[config.mk]
export PLATFORM = sky130hd
export DESIGN_NAME = mem_stage
export DESIGN_NICKNAME = d
export VERILOG_FILES = /design/src/rtl/mem_stage.sv
export SDC_FILE = /design/constraint.sdc
export NUM_CORES = 1
export LEC_CHECK = 0
export ABC_AREA = 0
export CORE_MARGIN = 3
export CORE_UTILIZATION = 47
export CTS_CLUSTER_DIAMETER = 50
export DETAILED_ROUTE_END_ITERATION = 8
export PLACE_DENSITY = 0.77
export SLEW_MARGIN = 0
export SYNTH_ARGS = -nofsm -noshare
export SYNTH_HDL_FRONTEND = slang
export SYNTH_SLANG_ARGS = --single-unit
[constraint.sdc]
create_clock -name clk -period 1.9 [get_ports clk]
set_input_delay 0.38 -clock clk [delete_from_list [all_inputs] [get_ports clk]]
set_output_delay 0.38 -clock clk [all_outputs]
set_load 0.1 [all_outputs]
[src/rtl/mem_stage.sv]
// MEM pipeline stage: EX/MEM register, data-memory handshake FSM and MEM/WB register.
// Optional request timeout enabled by defining MEM_TIMEOUT_EN.
module mem_stage #(
  parameter int TIMEOUT_CYCLES = 16
) (
  input  logic        clk,
  input  logic        rst_n,
  input  logic        RegWriteE,
  input  logic        MemWriteE,
  input  logic [1:0]  ResultSrcE,
  input  logic [4:0]  RdE,
  input  logic [31:0] ALUResultE,
  input  logic [31:0] WriteDataE,
  input  logic [31:0] PCPlus4E,
  output logic [31:0] ALUResultM,
  output logic [4:0]  RdM,
  output logic        RegWriteM,
  output logic        StallM,
  output logic        mem_req,
  output logic        mem_we,
  output logic [31:0] mem_addr,
  output logic [31:0] mem_wdata,
  input  logic        mem_ack,
  input  logic [31:0] mem_rdata,
  output logic [31:0] ResultW,
  output logic [4:0]  RdW,
  output logic        RegWriteW,
  output logic        mem_err
);

  // The timeout counter is 8 bits wide.
  if (TIMEOUT_CYCLES < 1 || TIMEOUT_CYCLES > 255) begin : g_bad_timeout
    $error("TIMEOUT_CYCLES must be in 1..255");
  end

`ifdef MEM_TIMEOUT_EN
  typedef enum logic [1:0] {IDLE, WAIT, ERR_WAIT} state_t;
`else
  typedef enum logic [1:0] {IDLE, WAIT} state_t;
`endif

  state_t      state, state_next;

  logic        mem_write_m;
  logic [1:0]  result_src_m;
  logic [31:0] write_data_m;
  logic [31:0] pc_plus4_m;

  logic [1:0]  result_src_w;
  logic [31:0] alu_result_w;
  logic [31:0] read_data_w;
  logic [31:0] pc_plus4_w;
  logic        reg_write_w;

  logic        mem_op;
  logic        is_load;
  logic        ack_eff;
  logic        timeout;
  logic        done;

  assign mem_op  = mem_write_m || (result_src_m == 2'b01);
  assign is_load = !mem_write_m && (result_src_m == 2'b01);

  // EX/MEM register
  // NOTE: sequential state uses non-blocking assignments so every register
  // samples pre-edge values regardless of block ordering.
  always_ff @(posedge clk or negedge rst_n) begin
    if (!rst_n) begin
      RegWriteM    <= 1'b0;
      mem_write_m  <= 1'b0;
      result_src_m <= 2'b00;
      RdM          <= 5'd0;
      ALUResultM   <= 32'd0;
      write_data_m <= 32'd0;
      pc_plus4_m   <= 32'd0;
    end else if (!StallM) begin
      RegWriteM    <= RegWriteE;
      mem_write_m  <= MemWriteE;
      result_src_m <= ResultSrcE;
      RdM          <= RdE;
      ALUResultM   <= ALUResultE;
      write_data_m <= WriteDataE;
      pc_plus4_m   <= PCPlus4E;
    end
  end

`ifdef MEM_TIMEOUT_EN
  logic [7:0] tmo_cnt;
  logic       err_q;

  always_ff @(posedge clk or negedge rst_n) begin
    if (!rst_n) begin
      tmo_cnt <= 8'd0;
      err_q   <= 1'b0;
    end else begin
      tmo_cnt <= (state == WAIT && !ack_eff) ? tmo_cnt + 8'd1 : 8'd0;
      if (timeout) err_q <= 1'b1;
    end
  end

  assign mem_err = err_q;
`else
  assign mem_err = 1'b0;
`endif

  always_ff @(posedge clk or negedge rst_n) begin
    if (!rst_n) state <= IDLE;
    else        state <= state_next;
  end

  // NOTE: every signal driven here gets a default first, so no path can
  // leave one unassigned and infer a latch.
  always_comb begin
    state_next = state;
    mem_req    = 1'b0;
    timeout    = 1'b0;
    case (state)
      IDLE: begin
        if (mem_op) begin
          mem_req = 1'b1;
          if (!mem_ack) state_next = WAIT;
        end
      end
      WAIT: begin
        // Request stays up through the timeout cycle so a coinciding ack wins.
        mem_req = 1'b1;
        if (mem_ack) begin
          state_next = IDLE;
        end
`ifdef MEM_TIMEOUT_EN
        else if (tmo_cnt == 8'(TIMEOUT_CYCLES - 1)) begin
          timeout    = 1'b1;
          state_next = ERR_WAIT;
        end
`endif
      end
`ifdef MEM_TIMEOUT_EN
      ERR_WAIT: state_next = IDLE;
`endif
      default: state_next = IDLE;
    endcase
  end

  assign ack_eff = mem_req && mem_ack;
  assign done    = !mem_op || ack_eff || timeout;
  assign StallM  = !done;

  assign mem_we    = mem_write_m;
  assign mem_addr  = {ALUResultM[31:2], 2'b00};
  assign mem_wdata = write_data_m;

  // MEM/WB register: a stalled M slot hands a bubble to writeback.
  always_ff @(posedge clk or negedge rst_n) begin
    if (!rst_n) begin
      reg_write_w  <= 1'b0;
      RdW          <= 5'd0;
      result_src_w <= 2'b00;
      alu_result_w <= 32'd0;
      read_data_w  <= 32'd0;
      pc_plus4_w   <= 32'd0;
    end else if (StallM) begin
      reg_write_w <= 1'b0;
      RdW         <= 5'd0;
    end else begin
      reg_write_w  <= RegWriteM;
      RdW          <= RdM;
      result_src_w <= result_src_m;
      alu_result_w <= ALUResultM;
      pc_plus4_w   <= pc_plus4_m;
      if (is_load) read_data_w <= timeout ? 32'd0 : mem_rdata;
    end
  end

  always_comb begin
    case (result_src_w)
      2'b01:   ResultW = read_data_w;
      2'b10:   ResultW = pc_plus4_w;
      default: ResultW = alu_result_w;
    endcase
  end

  assign RegWriteW = reg_write_w && (RdW != 5'd0);

endmodule
==> flow_summary.yaml <==
power:
  pwr-share-seq_pct: 29.0
  power.density_mw_per_mm2: 1380
  p_int_w: 0.0123
  pwr-share-comb_pct: 49.2
  power.leakage_nw: 7.00
  p_sw_share_pct: 42.1
  ir_worst_vdd_mv: 0.879
  p_switching_w: 0.00896
  p_clk_share_pct: 21.9
final_layout:
  final_cell_area_mm2: 0.0154
  drive_above_1_share_pct: 59.6
  post-route-util_pct: 80.6
  fin_nets: 1057
  area_delta_synth_final_pct: 65.0
  diodes: 0
detailed_routing:
  routed_wl_mm: 27.1
  drt_iter0_markers: 177
  wire_per_inst_um: 22.7
  vias: 6282
  viasPerCell: 5.27
  ant_nets: 0
  dr.pass1.iters: 4
  drc: 0
sta:
  final-setup-viol-count: 35
  hold_violations: 0
  finClkSkew_ns: 0.0196
  drv_slew: 0
  fin_crit_ns: 2.28
  timing.final.crit_share_pct: 120
  hold_ws_ns: 0.387
  clock.fmax_mhz: 439
  layout_setup_ws_ns: -0.379
  tns_ns: -12.06
  rsz0062_at_grt: "yes"
synthesis:
  synth_top_area_share_pct: 56.2
  synth_warnings: 0
  synth_cell_types: 27
  synth_flop_cell: "dfrtp_1"
  muxShareOfSynthArea_pct: 30.3
  yosysTopAreaCell: "dfrtp_1"
  synth-edff-count: 0
  async_reset_ff_share_pct: 100
  synth.cell_area_mm2: 0.00935
  synth_most_common_cell: "dfrtp_1"
  ys_seq_area_share_pct: 56.2
  ys_ff_latch: 210
  yosys.area_share.simple_pct: 2.53
  synth_xor_area_share_pct: 0
  synth_top_family_by_area: "multiplexers"
  synth_common_cells: "210 x dfrtp_1, 160 x mux2_4, 36 x buf_4, 34 x mux2_2, 34 x nand2_1"
  synthCells: 609
  synth_fa_ha_area_share_pct: 0.268
  yosys-top-cells-area: "dfrtp_1 56%, mux2_4 26%, mux2_2 4.1%"
  synth_compound_area_share_pct: 4.78
  avgSynthCellArea_um2: 15.4
flow_run:
  max-cap-violations: 0
worst_setup_path:
  cp_max_fo: 5
  path_cells: "inv_2, ha_4, buf_8, clkbuf_16, nand2_2, o21ai_4, buf_12"
  cp-end-kind: "primary output"
  r2r_cells: 6
  r2r-start: "result_src_m[1]"
  r2r_end: "pc_plus4_m[21]"
  cpPeakStageDelay_ns: 0.38
  cp-endpoint: "ResultW[12]"
  worstSetupStartpoint: "result_src_w[0]"
  arrival_ns: 1.90
  cpMaxStageDelayCell: "dfrtp_1"
  start_kind: "flop"
  worst-r2r-setup-slack_ns: 0.18
  critical_path_class: "reg2out"
  cp.required_ns: 1.52
run_status:
  status: "finished with violations"
  violations: "setup timing"
grt:
  grt_usage_pct: 24.4
  grt_pass1_vias: 7202
  overflow: 0
  grt_first_pass_wirelength_mm: 42.0
  antenna_found_initial: 0
  grt_max_degree: 53
floorplan:
  die_width_um: 147
  core_area_mm2: 0.0191
  std_cell_rows: 50
  dieArea_mm2: 0.0216
  io_pins: 284
  start_util_pct: 48.9
  die_h_um: 147
clocking:
  cts_max_level: 1
  clk_latency_ns: 0.52
  clk_pin_slew_worst_paths_ns: 0.07
  cts_made_buffers: 25
  cts_buffer_depth: 3
  tritoncts: "built"
  cts_root_buffer: "clkbuf_16"
  cts.sinks: 210
placement:
  globalplace.congestion: 0.816
  port_buffers: 280
  dpl_cell_area_mm2: 0.0139
  dpl.hpwl_mm: 17.7
hold_path:
  hold_class: "in2async"
-- power by group through the flow --
stage / Sequential [W] / Clock [W] / Combinational [W]
after floorplan: 0.00724 / 0 / 0.00539
after global placement: 0.00604 / 0 / 0.00950
final: 0.00617 / 0.00465 / 0.0105
after detailed placement: 0.00608 / 0 / 0.00963
after global routing: 0.00626 / 0.00493 / 0.0108
after CTS: 0.00611 / 0.00472 / 0.0102
-- cells by family (layout without fill, tap and decap cells) --
group	Yosys count	after routing
flops	210	210
fa+ha+maj	2	2
compound gates	71	71
mux	198	198
buf+inv	74	396
simple gates	53	53
other cells	1	3
-- cell usage in the layout (no fill, tap or decap), types with 2 or more instances in the layout --
cell type,Yosys,layout
a21oi_1,2,2
a22oi_2,0,32
and2_1,6,6
buf_12,0,132
buf_16,0,3
buf_4,36,60
buf_6,19,5
buf_8,0,2
clkbuf_1,14,4
clkbuf_16,0,30
clkbuf_8,0,4
clkdlybuf4s50_1,0,138
clkinv_2,0,5
clkinvlp_4,0,4
conb_1,1,3
dfrtp_1,210,205
dfrtp_2,0,4
ha_4,0,2
inv_2,0,3
inv_8,0,2
mux2_1,4,4
mux2_2,34,34
mux2_4,160,160
nand2_1,34,2
nand2_2,0,27
nand2_4,0,5
nor2_1,4,4
nor2b_1,3,3
o21ai_4,0,32
-- sequential cells by signal (all words and copies together), names as in the netlist --
signal and count:
RdM 5, state 1, result_src_w 2, ALUResultM 32
pc_plus4_m 32, RdW 5, alu_result_w 32, pc_plus4_w 32
result_src_m 2, mem_wdata 32, RegWriteM 1, mem_we 1
read_data_w 32, reg_write_w 1
-- per-layer routing --
metal / share of wire, % / global-route usage (%)
met2: 53 / 44.1
met5: 0 / 0
met1: 39 / 29.3
met3: 7.0 / 6.72
met4: 1.7 / 5.03
-- timing repair --
item	CTS	global route
endpoints found under the hold margin	38	0
pin swaps	13	19
buffers inserted	15	3
setup endpoints to repair	35	35
cloned	3	5
gates resized for setup	56	36
hold buffers	1	0
-- worst min path at each step --
stage | depth (start not counted) | slack, ns | to | from
finish | 2 | 0.39 | alu_result_w[15] | rst_n
global route | 2 | 0.40 | read_data_w[13] | rst_n
CTS | 2 | 0.38 | ALUResultM[15] | rst_n
detailed placement | 1 | 0.36 | ALUResultM[15] | rst_n
global placement | 1 | 0.36 | alu_result_w[15] | rst_n
floorplan | 0 | 0.08 | ALUResultM[0] | rst_n
-- critical path, delay by kind of cell (launching register included) --
family                   cells  cell delay [ns]
adder cells (fa/ha/maj)      1             0.30
flip-flops                   1             0.38
buffers and inverters        4             0.56
AND/OR/NAND/NOR              1             0.06
AO/OA/AOI/OAI                1             0.07
-- stage by stage --
stage,total power (W),std cells,worst slack (ns)
finish,0.0213,1193,-0.379
global route,0.0219,1193,-0.445
CTS,0.0210,1185,-0.384
detailed placement,0.0157,1121,-0.0414
global placement,0.0155,1121,-0.0144
floorplan,0.0126,611,-0.0653
-- area by class of cell --
type | instances | area [um2]
fillers | 983 | 3710
well taps | 260 | 325
flip-flops and latches | 210 | 5260
repair buffers | 347 | 4790
clock inverters | 13 | 118
multi-input cells | 327 | 4230
clock buffers | 32 | 682
inverters | 4 | 18.8
(Power assumes the default switching activity.)
